[config.mk]
export PLATFORM = sky130hd
export DESIGN_NAME = alu_issue_ctrl
export DESIGN_NICKNAME = d
export VERILOG_FILES = /design/src/rtl/alu_pkg.sv /design/src/rtl/alu_ctrl_decode.sv /design/src/rtl/alu_issue_ctrl.sv
export SDC_FILE = /design/constraint.sdc
export NUM_CORES = 1
export LEC_CHECK = 0
export BUFFER_PORTS_ARGS = -buffer_cell sky130_fd_sc_hd__buf_2
export CORE_MARGIN = 4
export CORE_UTILIZATION = 30
export CTS_BUF_LIST = sky130_fd_sc_hd__clkbuf_4
export CTS_CLUSTER_DIAMETER = 200
export CTS_CLUSTER_SIZE = 14
export DETAILED_ROUTE_END_ITERATION = 8
export GPL_ROUTABILITY_DRIVEN = 0
export PLACE_DENSITY = 0.52
export SLEW_MARGIN = 20
export SYNTH_ARGS = -nofsm -noshare
export SYNTH_HDL_FRONTEND = slang
export SYNTH_SLANG_ARGS = --single-unit
[constraint.sdc]
create_clock -name clk -period 4.4 [get_ports clk]
set_input_delay 0.44 -clock clk [delete_from_list [all_inputs] [get_ports clk]]
set_output_delay 0.44 -clock clk [all_outputs]
set_load 0.02 [all_outputs]
[src/rtl/alu_pkg.sv]
// Shared definitions for the ALU issue front end.
// Contents: opcodes, ALU ctrl codes, FSM states and the latency-class helper.
package alu_pkg;

    localparam logic [6:0] OP_R = 7'b0110011;
    localparam logic [6:0] OP_I = 7'b0010011;

    localparam logic [4:0] ALU_ADD    = 5'd0;
    localparam logic [4:0] ALU_SLL    = 5'd1;
    localparam logic [4:0] ALU_SLT    = 5'd2;
    localparam logic [4:0] ALU_SLTU   = 5'd3;
    localparam logic [4:0] ALU_XOR    = 5'd4;
    localparam logic [4:0] ALU_SRL    = 5'd5;
    localparam logic [4:0] ALU_OR     = 5'd6;
    localparam logic [4:0] ALU_AND    = 5'd7;
    localparam logic [4:0] ALU_MUL    = 5'd8;
    localparam logic [4:0] ALU_MULH   = 5'd9;
    localparam logic [4:0] ALU_MULHSU = 5'd10;
    localparam logic [4:0] ALU_MULHU  = 5'd11;
    localparam logic [4:0] ALU_DIV    = 5'd12;
    localparam logic [4:0] ALU_DIVU   = 5'd13;
    localparam logic [4:0] ALU_REM    = 5'd14;
    localparam logic [4:0] ALU_REMU   = 5'd15;
    localparam logic [4:0] ALU_SUB    = 5'd16;
    localparam logic [4:0] ALU_SRA    = 5'd21;

    typedef enum logic [1:0] {
        ST_IDLE = 2'd0,
        ST_EXEC = 2'd1,
        ST_DONE = 2'd2
    } state_t;

    typedef enum logic [1:0] {
        LAT_CLASS_I = 2'd0,
        LAT_CLASS_M = 2'd1,
        LAT_CLASS_D = 2'd2
    } lat_class_t;

    // ctrl[3] separates RV32I from M-extension ops; ctrl[2] then separates mul from div/rem
    function automatic lat_class_t lat_class_sel(input logic [4:0] ctrl);
        if (!ctrl[3]) begin
            return LAT_CLASS_I;
        end else if (!ctrl[2]) begin
            return LAT_CLASS_M;
        end else begin
            return LAT_CLASS_D;
        end
    endfunction

endpackage

[src/rtl/alu_ctrl_decode.sv]
// Combinational decode of an RV32I/M R/I-type ALU instruction into the
// ALU ctrl code, operand select, immediate, rd, legality and latency class.
module alu_ctrl_decode
    import alu_pkg::*;
(
    input  logic [31:0] inst,
    output logic [4:0]  ctrl,
    output logic        use_imm,
    output logic [31:0] imm,
    output logic [4:0]  rd,
    output logic        illegal,
    output lat_class_t  lat_class
);

    logic [6:0] opcode_s;
    logic [6:0] f7_s;
    logic [2:0] f3_s;
    logic       fmt_illegal_s;
    logic       slt_s;

    assign opcode_s = inst[6:0];
    assign f7_s     = inst[31:25];
    assign f3_s     = inst[14:12];
    assign rd       = inst[11:7];
    assign imm      = {{20{inst[31]}}, inst[31:20]};

    // Field checks per format; the ALU has no slt/sltu, so those encodings are rejected after
    always_comb begin
        ctrl          = 5'd0;
        use_imm       = 1'b0;
        fmt_illegal_s = 1'b1;
        case (opcode_s)
            OP_R: begin
                ctrl = {f7_s[5], f7_s[0], f3_s};
                case (f7_s)
                    7'b0000000, 7'b0000001: fmt_illegal_s = 1'b0;
                    7'b0100000: fmt_illegal_s = !((f3_s == 3'b000) || (f3_s == 3'b101));
                    default:    fmt_illegal_s = 1'b1;
                endcase
            end
            OP_I: begin
                use_imm = 1'b1;
                ctrl    = {((f3_s == 3'b101) ? inst[30] : 1'b0), 1'b0, f3_s};
                case (f3_s)
                    3'b001:  fmt_illegal_s = (f7_s != 7'b0000000);
                    3'b101:  fmt_illegal_s = !((f7_s == 7'b0000000) || (f7_s == 7'b0100000));
                    default: fmt_illegal_s = 1'b0;
                endcase
            end
            default: begin
                ctrl          = 5'd0;
                fmt_illegal_s = 1'b1;
            end
        endcase
    end

    assign slt_s     = !ctrl[3] && ((f3_s == 3'b010) || (f3_s == 3'b011));
    assign illegal   = fmt_illegal_s | slt_s;
    assign lat_class = lat_class_sel(ctrl);

endmodule

[src/rtl/alu_issue_ctrl.sv]
// Single-issue sequencer in front of a multi-cycle ALU: decode, hold operands for the op latency, capture, hand off.
// Optional build macro ALU_ISSUE_PERF_EN adds retired-op and stall counters.
module alu_issue_ctrl
    import alu_pkg::*;
#(
    parameter int LAT_I = 1,
    parameter int LAT_M = 2,
    parameter int LAT_D = 33
) (
    input  logic        clk,
    input  logic        rst,
    input  logic        in_valid,
    output logic        in_ready,
    input  logic [31:0] in_inst,
    input  logic [31:0] in_rs1,
    input  logic [31:0] in_rs2,
    output logic [31:0] alu_a,
    output logic [31:0] alu_b,
    output logic [4:0]  alu_ctrl,
    input  logic [31:0] alu_y,
    input  logic        alu_cout,
    output logic        out_valid,
    input  logic        out_ready,
    output logic [31:0] out_result,
    output logic        out_cout,
    output logic [4:0]  out_rd,
    output logic        out_illegal
`ifdef ALU_ISSUE_PERF_EN
    ,
    output logic [31:0] perf_ops,
    output logic [31:0] perf_stall
`endif
);

    localparam int LAT_MAX = (LAT_D > LAT_M) ? ((LAT_D > LAT_I) ? LAT_D : LAT_I)
                                             : ((LAT_M > LAT_I) ? LAT_M : LAT_I);
    localparam int CW = $clog2(LAT_MAX + 1);

    state_t       state_r;
    state_t       state_nxt_s;
    logic [CW-1:0] cnt_r;
    logic [CW-1:0] lat_load_s;

    logic [4:0]   dec_ctrl_s;
    logic         dec_use_imm_s;
    logic [31:0]  dec_imm_s;
    logic [4:0]   dec_rd_s;
    logic         dec_illegal_s;
    lat_class_t   dec_lat_class_s;

    logic [31:0]  alu_a_r;
    logic [31:0]  alu_b_r;
    logic [4:0]   alu_ctrl_r;
    logic [31:0]  out_result_r;
    logic         out_cout_r;
    logic [4:0]   out_rd_r;
    logic         out_illegal_r;
    logic         accept_s;
    logic         retire_s;

    alu_ctrl_decode u_decode (
        .inst      (in_inst),
        .ctrl      (dec_ctrl_s),
        .use_imm   (dec_use_imm_s),
        .imm       (dec_imm_s),
        .rd        (dec_rd_s),
        .illegal   (dec_illegal_s),
        .lat_class (dec_lat_class_s)
    );

    // Latency to load at accept; the counter then runs down to zero before the capture edge
    always_comb begin
        case (dec_lat_class_s)
            LAT_CLASS_I: lat_load_s = CW'(LAT_I);
            LAT_CLASS_M: lat_load_s = CW'(LAT_M);
            LAT_CLASS_D: lat_load_s = CW'(LAT_D);
            default:     lat_load_s = CW'(LAT_I);
        endcase
    end

    // FSM state register
    always_ff @(posedge clk or posedge rst) begin
        if (rst) begin
            state_r <= ST_IDLE;
        end else begin
            state_r <= state_nxt_s;
        end
    end

    // FSM next-state logic
    always_comb begin
        state_nxt_s = state_r;
        case (state_r)
            ST_IDLE: begin
                if (in_valid) begin
                    state_nxt_s = dec_illegal_s ? ST_DONE : ST_EXEC;
                end else begin
                    state_nxt_s = ST_IDLE;
                end
            end
            ST_EXEC: begin
                if (cnt_r == '0) begin
                    state_nxt_s = ST_DONE;
                end else begin
                    state_nxt_s = ST_EXEC;
                end
            end
            ST_DONE: begin
                if (out_ready) begin
                    state_nxt_s = ST_IDLE;
                end else begin
                    state_nxt_s = ST_DONE;
                end
            end
            default: state_nxt_s = ST_IDLE;
        endcase
    end

    // FSM outputs: handshake flags are pure state decodes of the state register
    always_comb begin
        in_ready  = 1'b0;
        out_valid = 1'b0;
        case (state_r)
            ST_IDLE: in_ready  = 1'b1;
            ST_EXEC: in_ready  = 1'b0;
            ST_DONE: out_valid = 1'b1;
            default: in_ready  = 1'b0;
        endcase
    end

    assign accept_s = (state_r == ST_IDLE) && in_valid;
    assign retire_s = (state_r == ST_DONE) && out_ready;

    // Operand/ctrl hold registers, latency counter and result capture
    always_ff @(posedge clk or posedge rst) begin
        if (rst) begin
            cnt_r         <= '0;
            alu_a_r       <= 32'd0;
            alu_b_r       <= 32'd0;
            alu_ctrl_r    <= 5'd0;
            out_result_r  <= 32'd0;
            out_cout_r    <= 1'b0;
            out_rd_r      <= 5'd0;
            out_illegal_r <= 1'b0;
        end else if (accept_s) begin
            out_rd_r      <= dec_rd_s;
            out_illegal_r <= dec_illegal_s;
            if (dec_illegal_s) begin
                out_result_r <= 32'd0;
                out_cout_r   <= 1'b0;
            end else begin
                alu_a_r    <= in_rs1;
                alu_b_r    <= dec_use_imm_s ? dec_imm_s : in_rs2;
                alu_ctrl_r <= dec_ctrl_s;
                cnt_r      <= lat_load_s;
            end
        end else if (state_r == ST_EXEC) begin
            if (cnt_r == '0) begin
                out_result_r <= alu_y;
                out_cout_r   <= alu_cout;
            end else begin
                cnt_r <= cnt_r - CW'(1);
            end
        end else begin
            cnt_r <= cnt_r;
        end
    end

    assign alu_a       = alu_a_r;
    assign alu_b       = alu_b_r;
    assign alu_ctrl    = alu_ctrl_r;
    assign out_result  = out_result_r;
    assign out_cout    = out_cout_r;
    assign out_rd      = out_rd_r;
    assign out_illegal = out_illegal_r;

`ifdef ALU_ISSUE_PERF_EN
    logic [31:0] perf_ops_r;
    logic [31:0] perf_stall_r;

    // Retired legal ops and back-pressure cycles, both wrapping
    always_ff @(posedge clk or posedge rst) begin
        if (rst) begin
            perf_ops_r   <= 32'd0;
            perf_stall_r <= 32'd0;
        end else begin
            if (retire_s && !out_illegal_r) begin
                perf_ops_r <= perf_ops_r + 32'd1;
            end else begin
                perf_ops_r <= perf_ops_r;
            end
            if ((state_r == ST_DONE) && !out_ready) begin
                perf_stall_r <= perf_stall_r + 32'd1;
            end else begin
                perf_stall_r <= perf_stall_r;
            end
        end
    end

    assign perf_ops   = perf_ops_r;
    assign perf_stall = perf_stall_r;
`else
    logic unused_s;
    assign unused_s = retire_s;
`endif

endmodule

==> out/qor.csv <==
stage;metric;value;unit
yosys;synth_top_flop_cell;dfrtp_1;
cts;root_buffer;clkbuf_4;
cts;post_cts_buffers;0;
grt;grt_max_degree;44;
cells_and_area;area_growth;30.1;%
power_and_ir_drop;max-vdd-ir-drop;0.134;mV
sta;setup_viol;0;
critical_path;crit_required;4.80;ns
route;wire_per_inst;15.7;um
route;vias_per_cell;4.55;
cts;cts_tree;built;
cts;clock-sinks;116;
sta;max_slew_margin;47.9;%
route;drc;0;
placed_design;pre_cts_ws;1.57;ns
route;ant_nets;0;
floorplan;dieArea;20000;um2
placed_design;hpwl;10900;um
sta;slew_violations;0;
grt;gr-total-overflow;0;
cells_and_area;regArea;2900;um2
cells_and_area;layout.nets;838;
yosys;synth.top_cells.by_area;dfrtp_1, mux2_4, nand2_1;
power_and_ir_drop;powerDensity;329;nW/um2
placed_design;placedCellCount;908;
yosys;synth_top_cells_by_count;dfrtp_1, nand2_1, mux2_4;
yosys;avgSynthCellArea;11.5;um2
sta;fin_tns_setup;0;ns
worst_hold_path;hold_class;input port to flop;
critical_path;crit_arrival;3.14;ns
cts;cts_max_level;4;
yosys;synth-edff-count;0;
power_and_ir_drop;p_clk_share;33.9;%
cts;clock_latency;0.52;ns
route;wl;14700;um
power_and_ir_drop;leakage;0.00365;uW
yosys;synth-seq-area-share;54.3;%
grt;grt_usage;14.9;%
grt;grt_pass1_wl;23700;um
power_and_ir_drop;p_seq_share;51.1;%
floorplan;die_h;141;um
outcome;status;completed;
sta;worst_pin_slew;0.781;ns
cells_and_area;multiInputGateArea;2120;um2
cells_and_area;fin_area;6960;um2
critical_path;path_class;flop to flop;
cells_and_area;drive_gt1_share;47.8;%
sta;setup_ws;1.66;ns
power_and_ir_drop;combPwrFrac;15.0;%
power_and_ir_drop;swShare;27.9;%
floorplan;die_w;141;um
sta;min_period_over_period;62.2;%
floorplan;rows;48;
power_and_ir_drop;switching_power;639;uW
yosys;synth.top_cell.area_share;54.3;%
cts;numCtsBuffers;17;
yosys;async_reset_ff_share;100;%
sta;period_minus_slack;2.74;ns
yosys;synth_cell_types;46;
floorplan;coreArea;17400;um2
yosys;syn_nets;599;
critical_path;end_kind;flop;
critical_path;startpoint_type;flop;
yosys;synth_warnings;0;
route;firstDrtPassIters;4;
cts;clock_path_buffers;2;
sta;finalClockSkew;0.0149;ns
critical_path;crit_fanout;30;
route;num_vias;4275;
floorplan;ioPinCount;243;
sta;rsz0062_at_grt;false;
placed_design;io_buffers;237;
yosys;synthCells;464;
sta;hold_viol_final;0;
job;maxCapViolCount;0;
floorplan;start_util;30.8;%
grt;grt_pass1_vias;4639;
yosys;synth_top_area_cell;dfrtp_1;
placed_design;placed_area;6670;um2
cts;clk_pin_slew;0.10;ns
yosys;yosysMostFrequentCell;dfrtp_1;
sta;fmax;365;MHz
route;detail_route.iter0.violations;191;
yosys;synth-seq-cells;116;
cells_and_area;fill_cells;1728;
grt;antenna_found_initial;1;
power_and_ir_drop;internal_power;1650;uW
yosys;syn-cell-area;5350;um2
cells_and_area;stdcell_count;940;
## kinds of logic (layout without fill, tap and decap cells)
family / Yosys count / in the layout / share of synthesized area (%)
AOI/OAI and AO/OA: 80 / 80 / 8.73
xor gates and xnor gates: 1 / 1 / 0.164
adders and majority gates: 2 / 2 / 0.468
buffers and inverters: 58 / 308 / 6.39
DFF: 116 / 116 / 54.3
muxes: 79 / 79 / 19.0
other: 0 / 1 / 0
and+or+nand+nor: 128 / 128 / 11.0
## cell type report
cell class | instances | area share, %
clock inverters | 13 | 2.05
repair buffers | 245 | 18.1
inverters | 33 | 1.82
diodes | 1 | 0.0360
well taps | 225 | 4.05
flip-flops and latches | 116 | 41.7
multi-input cells | 290 | 30.4
clock buffers | 17 | 1.83
## power groups by stage
stage	Combinational, uW	Sequential [uW]	Clock [uW]
floorplan	160	1220	0
global placement	337	1190	0
detailed placement	350	1190	0
CTS	351	1170	816
global route	385	1180	860
finish	344	1170	775
## state kept, by name, indices dropped and copies added, names as in the netlist
| name | count |
|---|---|
| out_cout | 1 |
| out_result | 32 |
| alu_b | 32 |
| cnt_r | 6 |
| alu_ctrl | 5 |
| alu_a | 32 |
| out_illegal | 1 |
| state_r | 2 |
| out_rd | 5 |
## per-layer routing
metal	part of all wire [%]	GRT usage, %
met1	41	17.7
met2	49	24.8
met3	7.7	5.12
met4	2.6	6.01
met5	0	0
## through the flow
step | util, % | hold slack [ns] | power (uW)
floorplan | - | 0.485 | 1380
global placement | 38.3 | 0.460 | 1520
detailed placement | 38.4 | 0.469 | 1540
CTS | 40.0 | 0.0493 | 2340
global route | 40.1 | 0.0646 | 2430
finish | 40.1 | 0.121 | 2290
## critical path: stages (launching register included)
cell and delay, ns:
dfrtp_1 0.45, nor3b_4 0.47, and3_1 0.38, and3_4 0.59
buf_4 0.38, mux2_4 0.33
## placed cells by master (no fill, tap or decap), types with 2 or more instances in the layout
master | netlist | layout
a21oi_1 | 23 | 23
a31oi_1 | 3 | 2
a31oi_2 | 1 | 2
and2_1 | 2 | 2
and3_1 | 2 | 2
buf_2 | 3 | 237
buf_4 | 0 | 6
bufinv_16 | 0 | 3
clkbuf_4 | 0 | 17
clkinv_1 | 0 | 2
clkinv_2 | 0 | 6
clkinvlp_4 | 0 | 2
dfrtp_1 | 116 | 116
ha_1 | 2 | 2
inv_1 | 33 | 32
mux2_2 | 15 | 15
mux2_4 | 41 | 41
mux2i_1 | 23 | 23
nand2_1 | 90 | 89
nand2b_1 | 2 | 2
nand4_1 | 2 | 2
nor2_1 | 10 | 10
nor2b_1 | 4 | 4
nor3_1 | 4 | 4
o21ai_0 | 39 | 39
o22ai_1 | 2 | 2
or3_1 | 3 | 3
## worst paths after layout
| kind | startpoint | endpoint | slack, ns | cells after the start |
|---|---|---|---|---|
| worst min-delay path | in_inst[9] | out_rd[2] | 0.12 | 3 |
| worst max register to register | state_r[1] | alu_a[6] | 1.66 | 5 |
| min in group asynchronous | rst | alu_a[29] | 0.51 | 3 |
| worst max-delay path | state_r[1] | alu_a[6] | 1.66 | 5 |
| worst min register to register | out_rd[1] | out_rd[1] | 0.49 | 2 |
| max in group asynchronous | rst | alu_a[20] | 2.95 | 4 |
## what timing repair did
item,4_1_cts,5_1_grt
hold endpoints to repair,37,0
hold buffers,1,0
gates resized for setup,0,0
(Power assumes the default switching activity.)
